File: src/rtl/key_nibble_serial_tx.sv
// key_nibble_serial_tx
// Serial transmitter feeding the 4-bit key-code receiver. Nibbles are buffered
// in a small FIFO and sent one per frame on a line that idles high:
//   start(0), D0..D3 (LSB first), STOP_CYCLES stop bits(1).
// Frames run back-to-back whenever another nibble is waiting at the last stop bit.
//
// Optional feature (macro KEY_TX_WORD_EN): a 24-bit word port. An accepted word
// is sent as six nibbles, most significant first, ahead of anything in the FIFO.
// Without the macro the FIFO is the only source and the word ports do not exist.

module key_nibble_serial_tx #(
    parameter int DEPTH       = 4,  // FIFO entries, power of 2, >= 2
    parameter int AW          = 2,  // log2(DEPTH)
    parameter int STOP_CYCLES = 1   // stop-bit cycles per frame, 1..7
) (
    input  logic          clk,
    input  logic          rst,
    input  logic          i_valid,
    input  logic [3:0]    i_nibble,
`ifdef KEY_TX_WORD_EN
    input  logic          i_word_valid,
    input  logic [23:0]   i_word,
    output logic          o_word_ready,
`endif
    output logic          o_ready,
    output logic          o_tx_bit,
    output logic          o_busy,
    output logic [AW:0]   o_fifo_count,
    output logic [7:0]    o_frames
);

    // Line state: each value names what is on the line during the current cycle.
    typedef enum logic [1:0] {
        S_IDLE  = 2'd0,
        S_START = 2'd1,
        S_DATA  = 2'd2,
        S_STOP  = 2'd3
    } state_t;

    localparam logic [AW:0] FULL_COUNT = (AW + 1)'(DEPTH);
    localparam logic [2:0]  STOP_LAST  = 3'(STOP_CYCLES - 1);

    // ------------------------------------------------------------------
    // FIFO
    // ------------------------------------------------------------------
    logic [3:0]    mem [DEPTH];
    logic [AW-1:0] wptr;
    logic [AW-1:0] rptr;
    logic [AW:0]   count;
    logic          push;
    logic          fifo_pop;
    logic          fifo_avail;

    assign o_ready      = (count < FULL_COUNT);
    assign push         = i_valid && o_ready;
    assign fifo_avail   = (count != '0);
    assign o_fifo_count = count;

    // FIFO storage write.
    // NOTE: the storage array is deliberately not reset; count and the pointers
    // alone decide which entries are valid, so stale data is never observed.
    always_ff @(posedge clk) begin
        if (push) begin
            mem[wptr] <= i_nibble;
        end
    end

    // FIFO pointers and occupancy; a simultaneous push and pop leaves count unchanged.
    // NOTE: every clocked block uses non-blocking assignments so all registers
    // update from the same pre-edge values, regardless of statement order.
    always_ff @(posedge clk or posedge rst) begin
        if (rst) begin
            wptr  <= '0;
            rptr  <= '0;
            count <= '0;
        end else begin
            if (push) begin
                wptr <= wptr + 1'b1;
            end
            if (fifo_pop) begin
                rptr <= rptr + 1'b1;
            end
            case ({push, fifo_pop})
                2'b10:   count <= count + 1'b1;
                2'b01:   count <= count - 1'b1;
                default: count <= count;
            endcase
        end
    end

    // ------------------------------------------------------------------
    // Serializer source selection
    // ------------------------------------------------------------------
    logic       pop_req;     // FSM loads the shift register this edge
    logic       src_avail;   // some source has a nibble ready
    logic [3:0] src_nibble;  // nibble the FSM would load

`ifdef KEY_TX_WORD_EN
    logic [23:0] word_q;
    logic [2:0]  word_cnt;   // nibbles of word_q still to send, 6..0
    logic        word_avail;
    logic        word_accept;
    logic        word_pop;
    logic [3:0]  word_nibble;

    assign o_word_ready = (word_cnt == 3'd0);
    assign word_accept  = i_word_valid && o_word_ready;
    assign word_avail   = (word_cnt != 3'd0);
    assign word_pop     = pop_req && word_avail;
    // A word in progress holds off the FIFO; pushes into the FIFO still land.
    assign fifo_pop     = pop_req && !word_avail;
    assign src_avail    = word_avail || fifo_avail;
    assign src_nibble   = word_avail ? word_nibble : mem[rptr];

    // Pick the next word nibble, most significant first.
    always_comb begin
        word_nibble = 4'h0;
        case (word_cnt)
            3'd6:    word_nibble = word_q[23:20];
            3'd5:    word_nibble = word_q[19:16];
            3'd4:    word_nibble = word_q[15:12];
            3'd3:    word_nibble = word_q[11:8];
            3'd2:    word_nibble = word_q[7:4];
            3'd1:    word_nibble = word_q[3:0];
            default: word_nibble = 4'h0;
        endcase
    end

    // Word holding register and remaining-nibble counter.
    always_ff @(posedge clk or posedge rst) begin
        if (rst) begin
            word_q   <= '0;
            word_cnt <= 3'd0;
        end else if (word_accept) begin
            word_q   <= i_word;
            word_cnt <= 3'd6;
        end else if (word_pop) begin
            word_cnt <= word_cnt - 3'd1;
        end
    end
`else
    assign fifo_pop   = pop_req;
    assign src_avail  = fifo_avail;
    assign src_nibble = mem[rptr];
`endif

    // ------------------------------------------------------------------
    // Transmit FSM
    // ------------------------------------------------------------------
    state_t     state_q, state_d;
    logic       tx_q, tx_d;
    logic [3:0] sh_q, sh_d;
    logic [1:0] idx_q, idx_d;
    logic [2:0] stop_q, stop_d;
    logic       busy_q;
    logic [7:0] frames_q;
    logic       frame_done;

    // State, line and frame-counter registers; reset abandons any frame in flight.
    always_ff @(posedge clk or posedge rst) begin
        if (rst) begin
            state_q  <= S_IDLE;
            tx_q     <= 1'b1;
            sh_q     <= 4'h0;
            idx_q    <= 2'd0;
            stop_q   <= 3'd0;
            busy_q   <= 1'b0;
            frames_q <= 8'd0;
        end else begin
            state_q <= state_d;
            tx_q    <= tx_d;
            sh_q    <= sh_d;
            idx_q   <= idx_d;
            stop_q  <= stop_d;
            busy_q  <= (state_d != S_IDLE);
            if (frame_done) begin
                frames_q <= frames_q + 8'd1;
            end
        end
    end

    // Next state, next line value and pop request for the coming edge.
    // NOTE: every output of this block gets a default before the case, so no
    // path leaves a signal unassigned and no latch can be inferred.
    always_comb begin
        state_d    = state_q;
        tx_d       = tx_q;
        sh_d       = sh_q;
        idx_d      = idx_q;
        stop_d     = stop_q;
        pop_req    = 1'b0;
        frame_done = 1'b0;

        case (state_q)
            S_IDLE: begin
                tx_d = 1'b1;
                if (src_avail) begin
                    pop_req = 1'b1;
                    sh_d    = src_nibble;
                    tx_d    = 1'b0;
                    state_d = S_START;
                end
            end

            S_START: begin
                tx_d    = sh_q[0];
                idx_d   = 2'd0;
                state_d = S_DATA;
            end

            S_DATA: begin
                if (idx_q == 2'd3) begin
                    tx_d    = 1'b1;
                    stop_d  = 3'd0;
                    state_d = S_STOP;
                end else begin
                    idx_d = idx_q + 2'd1;
                    tx_d  = sh_q[idx_q + 2'd1];
                end
            end

            S_STOP: begin
                tx_d = 1'b1;
                if (stop_q == STOP_LAST) begin
                    frame_done = 1'b1;
                    // Back-to-back: start the next frame with no idle cycle.
                    if (src_avail) begin
                        pop_req = 1'b1;
                        sh_d    = src_nibble;
                        tx_d    = 1'b0;
                        state_d = S_START;
                    end else begin
                        state_d = S_IDLE;
                    end
                end else begin
                    stop_d = stop_q + 3'd1;
                end
            end

            default: begin
                tx_d    = 1'b1;
                state_d = S_IDLE;
            end
        endcase
    end

    assign o_tx_bit = tx_q;
    assign o_busy   = busy_q;
    assign o_frames = frames_q;

endmodule
File: config.mk
export PLATFORM = sky130hd
export DESIGN_NAME = key_nibble_serial_tx
export DESIGN_NICKNAME = d
export VERILOG_FILES = /design/src/rtl/key_nibble_serial_tx.sv
export SDC_FILE = /design/constraint.sdc
export NUM_CORES = 1
export LEC_CHECK = 0
export CAP_MARGIN = 25
export CELL_PAD_IN_SITES_DETAIL_PLACEMENT = 0
export CELL_PAD_IN_SITES_GLOBAL_PLACEMENT = 1
export CORE_MARGIN = 10
export CORE_UTILIZATION = 35
export DETAILED_ROUTE_END_ITERATION = 10
export PLACE_DENSITY = 0.72
export SKIP_LAST_GASP = 1
export SLEW_MARGIN = 10
export SYNTH_ARGS = -nofsm -noshare
export SYNTH_HDL_FRONTEND = slang
export SYNTH_SLANG_ARGS = --single-unit
File: constraint.sdc
create_clock -name clk -period 2.4 [get_ports clk]
set_input_delay 0.36 -clock clk [delete_from_list [all_inputs] [get_ports clk]]
set_output_delay 0.36 -clock clk [all_outputs]
set_load 0.05 [all_outputs]
# After elaboration in Yosys (flattened, before gate mapping)
# Memories as Yosys holds them, arrays and structs flattened.
# Cells that the tools add are included.
# totals
reg_bits	28
ram_bits	16
inputBits	7
out_inout_bits	14
wordCells	69
memories	1
# mem_list
name	depth	word_bits	rd	rd_ports_with_merged_regs	write_ports	line	rtl
mem	4	4	1	0	1	46	logic [3:0] mem [DEPTH];
# op_classes
addsub	7
order_cmp	2
eq_ne	10
n_mux	27
reduce_logical	12
# ops
op	count
case mux 3 bit (2 select lines)	2
2-to-1 mux 1 bit	11
nonzero test 2 bit	5
adder 8 x 1 -> 8 bit, second input constant	1
== test 2 bit, second input constant	4
2-to-1 mux 2 bit	4
2-to-1 mux 4 bit	2
!= test 2 bit, second input constant	4
case mux 2 bit (4 select lines)	1
case mux 4 bit (2 select lines)	1
adder 2 x 1 -> 2 bit, second input constant	3
adder 3 x 1 -> 3 bit, second input constant	2
2-to-1 mux 3 bit	2
== test 2 x 1 -> 1 bit, second input constant	2
case mux 1 bit (4 select lines)	1
case mux 2 bit (2 select lines)	1
AND reduction 2 bit	2
logical NOT 3 bit	1
< comparator 2 x 3 -> 1 bit, second input constant	1
< comparator 3 bit, second input constant	1
AND reduction 3 bit	1
nonzero test 3 bit	1
subtractor 3 x 1 -> 3 bit, second input constant	1
binary-select mux 1 bit (select 2 bit)	1
3 further kinds	3

# Depth between registers and ports, before layout
# Gate-level depths: netlist (run 1).
# logic_depth
depth_word	6
ltp_mapped	10
ltp_nobuf	10

# Least setup slack after synthesis (run 1)
# Ideal clock, no wire load.
# synth_timing
path_type	register to register
startpoint	reg count[0], in the netlist o_fifo_count[0]
endpoint	reg count[2], in the netlist o_fifo_count[2]
setup_time_ns	0.140
t_arrival_ns	2.068
required_ns	2.260
setup_slack_ns	0.193
stages_incl_launch_ff	9
n_path_buf	0
synth_period_minus_slack_ns	2.207
cell_sequence	dfrtp_1 > nor3_4 > a211oi_4 > ha_1 > inv_1 > fa_1 > xor2_1 > nor2_1 > xnor2_1
# synth_between
elab_chain_cells	6
elab_cells_between_ends	12
classes_between	add/sub: 2; order compare: 1; eq/ne: 2; mux: 4; reduce/logical: 3
# synth_rtl
element	line	rtl
from (decl)	49	logic [AW:0] count;
from (signal assigned)	84	2'b10: count <= count + 1'b1;
from (signal assigned)	85	2'b01: count <= count - 1'b1;
from (signal assigned)	86	default: count <= count;
nonzero test 3 bit *	56	assign fifo_avail = (count != '0);
2-to-1 mux 1 bit *	197, 227	
2-to-1 mux 1 bit	224	if (stop_q == STOP_LAST) begin
case mux 1 bit (2 select lines) *	194	case (state_q)
net fifo_pop	51	logic fifo_pop;
== test 2 x 1 -> 1 bit / == test 2 bit (equally long branches)	83	case ({push, fifo_pop})
case mux 3 bit (2 select lines) / nonzero test 2 bit (equally long branches)	-	
# The timed path passes the listed nets; every way through them passes the cells marked *.
# A chain may end at the register's enable or synchronous reset.

# Final worst setup path (run 1)
# layout_timing
startpoint	reg state_q[0]
endpoint	reg count[2], in the netlist o_fifo_count[2]
# layout_between
elab_chain_cells	4
elab_cells_between_ends	7
classes_between	eq/ne: 3; mux: 2; reduce/logical: 2
# layout_rtl
element	line	rtl
from (decl)	150	state_t state_q, state_d;
from (signal assigned)	170	state_q <= state_d;
== test 2 bit / logical NOT 2 bit (equally long branches)	194	
case mux 1 bit (2 select lines) *	194	
net fifo_pop	51	
== test 2 x 1 -> 1 bit / == test 2 bit (equally long branches)	83	
case mux 3 bit (2 select lines) / nonzero test 2 bit (equally long branches)	-	
# Marks and branches as above.

==> results of run 1 <==
## stage by stage
step,power [W],util,cell area (µm²)
after floorplan,0.00245,-,2170
after global placement,0.00279,0.414,2460
after detailed placement,0.00286,0.414,2460
after CTS,0.00346,0.433,2580
after global routing,0.00366,0.435,2590
final,0.00344,0.435,2590
## cells by family (layout without fill, tap and decap cells)
group | after synthesis | in the layout | synth area share
xor gates and xnor gates | 13 | 13 | 0.0524
buffers and inverters | 18 | 47 | 0.0386
muxes | 13 | 13 | 0.0986
DFF | 44 | 44 | 0.545
and+or+nand+nor | 36 | 36 | 0.100
AOI/OAI and AO/OA | 21 | 21 | 0.0755
adders and majority gates | 15 | 15 | 0.0899
## layer usage
metal | share of wire | track usage
met1 | 0.40 | 0.0870
met2 | 0.54 | 0.139
met3 | 0.045 | 0.0265
met4 | 0.011 | 0.0209
met5 | 0 | 0
## synth_stat cells
cell	n	share of area
dfrtp_1	27	0.31
edfxtp_1	16	0.22
ha_1	14	0.081
inv_1	14	0.024
xnor2_1	11	0.044
nand2_1	9	0.016
o21ai_0	7	0.016
mux4_2	5	0.052
nor2_1	5	0.0086
a22o_1	4	0.016
and2_1	4	0.012
and3_1	4	0.012
mux2_4	4	0.028
mux2i_1	3	0.014
nand2b_1	3	0.0086
nand4_1	3	0.0086
a21oi_1	2	0.0046
buf_6	2	0.010
nand3_1	2	0.0046
xor2_1	2	0.0081
a211oi_4	1	0.0092
a21oi_4	1	0.0075
a31oi_1	1	0.0029
and3b_1	1	0.0040
clkbuf_1	1	0.0017
clkbuf_2	1	0.0023
dfstp_2	1	0.012
fa_1	1	0.0092
mux2_2	1	0.0052
nand3b_1	1	0.0035
nand3b_4	1	0.0092
nor2b_1	1	0.0029
nor3_4	1	0.0075
nor4b_1	1	0.0040
o211ai_1	1	0.0035
o221ai_1	1	0.0040
o22a_1	1	0.0040
o31ai_1	1	0.0035
o41ai_1	1	0.0040
## critical path, delay by kind of cell (launching register included)
kind	cells	cell delay [ps]
compound gates	1	250
xor+xnor	2	290
fa+ha+maj	3	780
buf+inv	3	260
flops	1	440
simple gates	1	110
## timing repair
action / 4_1_cts / 5_1_grt
buffers inserted: 0 / 1
setup endpoints to repair: 0 / 1
gates resized for setup: 0 / 2
## state kept, by name, summed over array words and instances (netlist names)
name          cells
state_q           2
wptr              2
o_tx_bit          1
rptr              2
mem              16
idx_q             2
o_busy            1
stop_q            3
o_fifo_count      3
o_frames          8
sh_q              4
## cell type report
cell class	count	area, µm²
repair buffers	25	238
clock buffers	5	68.8
multi-input cells	98	910
inverters	14	52.6
well taps	75	93.8
fillers	539	3360
clock inverters	3	47.5
flip-flops and latches	44	1180
## final timing paths
| check | endpoint | cells past startpoint |
|---|---|---|
| worst max-delay path | o_fifo_count[2] | 10 |
| worst min-delay path | o_frames[7] | 3 |
| worst max register to register | o_fifo_count[2] | 10 |
| worst min register to register | o_frames[7] | 1 |
| max in group asynchronous | o_tx_bit | 3 |
| min in group clk | o_frames[7] | 1 |
## power by group through the flow
stage | Clock (W) | Combinational (W) | Sequential, W
final | 0.000578 | 0.00163 | 0.00123
after global routing | 0.000636 | 0.00177 | 0.00126
after CTS | 0.000600 | 0.00163 | 0.00123
after detailed placement | 0 | 0.00162 | 0.00125
after global placement | 0 | 0.00156 | 0.00123
after floorplan | 0 | 0.00101 | 0.00145
==> impl_metrics.ini, run 1 <==
[outcome]
status = finished, final reports clean

[global_route]
grt_pass1_vias = 1399
grt_max_degree = 29
grtUsageTotal = 0.0785
grt_pass1_wl_mm = 6.47
grt-ovfl-total = 0
antenna_found_initial = 0

[critical_path]
worstSetupPathType = reg2reg
startpoint = state_q[0]
end_kind = register
path_cells = inv_1 > ha_1 > inv_1 > a211oi_4 > ha_2 > inv_1 > fa_1 > xor2_1 > nor2_1 > xnor2_1
max_stage_delay_ps = 440
path_max_fanout = 5
cp-start-kind = register
cpMaxStageDelayCell = dfrtp_1
critPathArrivalTime_ps = 2430
crit_required_ps = 2620
rrSetupSlack_ps = 190
path_common_cell = inv_1
timing.rr.start = state_q[0]

[sta]
max_freq_ghz = 0.452
finalSetupViolations = 0
slew_headroom = 0.660
final.period_utilization = 0.921
finalWorstSetupSlack_ps = 189
rsz0062_at_grt = no
fin_tns_setup_ps = 0
holdWs_ps = 417
fin_skew_ps = 6.01
worstMarginPinSlew_ps = 509
hold_viol = 0
layout_min_cycle_time_ps = 2210
report.final.slew_viol_count = 0

[clock_network]
htree_levels = 2
clock_latency_ps = 290
cts_made_buffers = 5
clock_path_buffers = 2
cts_root_buffer = clkbuf_8
cts.clk_slew.worst_paths_ps = 90
cts_tree = yes
clock-sinks = 44
hold_buffers = 0

[pwr]
seqPwrFrac = 0.357
pwr-share-comb = 0.475
ir_drop_mv = 0.614
cellPowerDensity_nw_per_um2 = 1330
clkPwrFrac = 0.168
p_leak_nw = 1.07
p_int_w = 0.00207
p_sw_frac = 0.399
power_switching_w = 0.00137

[finish]
synthToLayoutAreaGrowth_pct = 19.4
diodes = 0
nNetsFinal = 210
fin_cells = 264
drive_gt1_frac = 0.159
layout_common_cells = dfrtp_1 (27), clkdlybuf4s50_1 (20), edfxtp_1 (16)
final_common_cell = dfrtp_1

[logic_synthesis]
ys_ff_latch = 44
synth.distinct_cells = 39
syn_inst = 160
seq_area_frac_synth = 0.545
synth.avg_cell_area_um2 = 13.6
yosys_warnings = 0
syn_nets = 182
netlist_area_um2 = 2170

[placed_design]
dp_slack_ps = 97.0
dpl.hpwl_mm = 2.97
portBuffers = 20
gp_congestion = 0.747
place_inst = 255

[detailed_routing]
via_per_inst = 4.92
drtAntennaViolNets = 0
drtIter0Drc = 34
vias = 1299
route.detailed.drc = 0
wl_per_cell_um = 14.5
wirelength_mm = 3.84
drt-pass1-iter-count = 4

[floorplanning]
ios = 21
placementRows = 28
core_um2 = 5960
dieWidth_um = 98.8
initial_core_util = 0.364
dieArea_um2 = 9750
die_y_um = 98.8

[flow_run]
cap_violations = 0

[min_path]
hp-class = in2async
No activity file was read; power rests on OpenSTA's default activity.
==> run 2: changes to the inputs <==
--- a/config.mk
+++ b/config.mk
@@ -11,6 +11,7 @@
 export CORE_MARGIN = 10
 export CORE_UTILIZATION = 35
 export DETAILED_ROUTE_END_ITERATION = 10
+export GPL_TIMING_DRIVEN = 0
 export PLACE_DENSITY = 0.72
 export SKIP_LAST_GASP = 1
 export SLEW_MARGIN = 10
==> impl_metrics.ini, run 2 (synthesis gave the netlist of run 1 again) <==
[outcome]
status = finished, final reports clean

[critical_path]
path_cells = buf_4 > inv_2 > ha_2 > inv_1 > a211oi_4 > ha_2 > inv_1 > fa_1 > xor2_1 > nor2_1 > xnor2_1
cp-start-kind = register
r2r_cells = 11
end_kind = register
crit_path_end = o_fifo_count[2]
r2r-end = o_fifo_count[2]
critPathArrivalTime_ps = 2480
crit_family = adder cells
path_max_fanout = 3
max_stage_delay_ps = 410
rrSetupSlack_ps = 150
worstSetupPathType = reg2reg
cpMaxStageDelayCell = dfrtp_1
crit_cells = 11
timing.rr.start = state_q[0]
crit_required_ps = 2630
startpoint = state_q[0]
critPathBufInv = 4

[detailed_routing]
wl_per_cell_um = 13.2
drtAntennaViolNets = 0
via_per_inst = 4.75
drtIter0Drc = 25
vias = 1287
wirelength_mm = 3.57
drt-pass1-iter-count = 4
route.detailed.drc = 0

[pwr]
seqPwrFrac = 0.345
ir_drop_mv = 0.618
pwr-share-comb = 0.490
p_sw_frac = 0.389
power_switching_w = 0.00135
p_leak_nw = 1.10
p_int_w = 0.00213
clkPwrFrac = 0.165
cellPowerDensity_nw_per_um2 = 1300

[floorplanning]
initial_core_util = 0.364
core_um2 = 5960
placementRows = 28
dieWidth_um = 98.8
die_y_um = 98.8
ios = 21
dieArea_um2 = 9750

[sta]
holdWs_ps = 358
max_freq_ghz = 0.444
fin_tns_setup_ps = 0
finalWorstSetupSlack_ps = 146
layout_min_cycle_time_ps = 2250
final.period_utilization = 0.939
finalSetupViolations = 0
rsz0062_at_grt = no
worstMarginPinSlew_ps = 503
hold_viol = 0
report.final.slew_viol_count = 0
slew_headroom = 0.664
fin_skew_ps = 4.68

[clock_network]
hold_buffers = 0
clock_path_buffers = 2
clock_latency_ps = 300
clock-sinks = 44
cts.clk_slew.worst_paths_ps = 90
cts_root_buffer = clkbuf_8
cts_tree = yes
cts_made_buffers = 5
htree_levels = 2

[finish]
nNetsFinal = 217
largest_reg_flops = 16
diodes = 0
final_common_cell = dfrtp_1
nFillCells = 547
layout_common_cells = dfrtp_1 (27), clkdlybuf4s50_1 (20), edfxtp_1 (16)
fin_area_um2 = 2670
regMostFlops = mem
synthToLayoutAreaGrowth_pct = 23.0
fin_cells = 271
drive_gt1_frac = 0.199

[placed_design]
dp_slack_ps = 27.9
gp_congestion = 0.738
portBuffers = 20
postPlaceCellArea_um2 = 2490
dpl.hpwl_mm = 2.68
place_inst = 256

[global_route]
antenna_found_initial = 0
grt_max_degree = 21
grt-ovfl-total = 0
grt_pass1_wl_mm = 6.22
grt_pass1_vias = 1310
grtUsageTotal = 0.0764

[flow_run]
cap_violations = 0

[min_path]
hp-class = in2async
-- run 2: how the worst min path moves through the flow --
stage / cells past startpoint / to
global placement: 1 / o_frames[7]
CTS: 2 / o_frames[7]
floorplan: 1 / idx_q[0]
global route: 2 / o_frames[7]
finish: 2 / o_frames[5]
detailed placement: 1 / o_frames[7]
-- run 2: power groups by stage --
| stage | clock [W] | combinational (W) | sequential [W] |
|---|---|---|---|
| 2_1_floorplan | 0 | 0.00101 | 0.00145 |
| 3_3_place_gp | 0 | 0.00160 | 0.00122 |
| 3_5_place_dp | 0 | 0.00162 | 0.00123 |
| 4_1_cts | 0.000602 | 0.00163 | 0.00121 |
| 5_1_grt | 0.000631 | 0.00187 | 0.00124 |
| 6_report | 0.000575 | 0.00170 | 0.00120 |
-- run 2: through the flow --
| stage | util | power [W] |
|---|---|---|
| 2_1_floorplan | - | 0.00245 |
| 3_3_place_gp | 0.414 | 0.00283 |
| 3_5_place_dp | 0.418 | 0.00285 |
| 4_1_cts | 0.438 | 0.00345 |
| 5_1_grt | 0.448 | 0.00374 |
| 6_report | 0.448 | 0.00348 |
-- run 2: metal layers --
metal | global-route usage | routed length, µm | share of wire | up-vias
li1 | - | - | - | 641
met1 | 0.0901 | 1650 | 0.46 | 617
met2 | 0.126 | 1740 | 0.49 | 25
met3 | 0.0265 | 142 | 0.040 | 4
met4 | 0.0265 | 40 | 0.011 | 0
met5 | 0 | 0 | 0 | -
-- run 2: final cells by class --
| cell class | instances | area (µm²) | share of cell area |
|---|---|---|---|
| Tap cell | 75 | 93.8 | 0.0351 |
| Timing Repair Buffer | 28 | 280 | 0.105 |
| Inverter | 14 | 52.6 | 0.0197 |
| Clock inverter | 3 | 46.3 | 0.0173 |
| Multi-Input combinational cell | 98 | 915 | 0.343 |
| Buffer | 4 | 31.3 | 0.0117 |
| Clock buffer | 5 | 68.8 | 0.0258 |
| Sequential cell | 44 | 1180 | 0.443 |
-- run 2: worst reg2reg max path, delay by kind of cell (launching register included) --
family,cells,cell delay [ps]
AO/OA/AOI/OAI,1,280
XOR/XNOR,2,270
adder cells (fa/ha/maj),3,770
buffers and inverters,4,330
flip-flops,1,410
AND/OR/NAND/NOR,1,110
-- run 2: repair_timing --
| item | CTS | global route |
|---|---|---|
| resized for setup | 0 | 5 |
| endpoints found under the hold margin | 0 | 0 |
| setup endpoints to repair | 0 | 1 |
| buffers inserted | 0 | 7 |
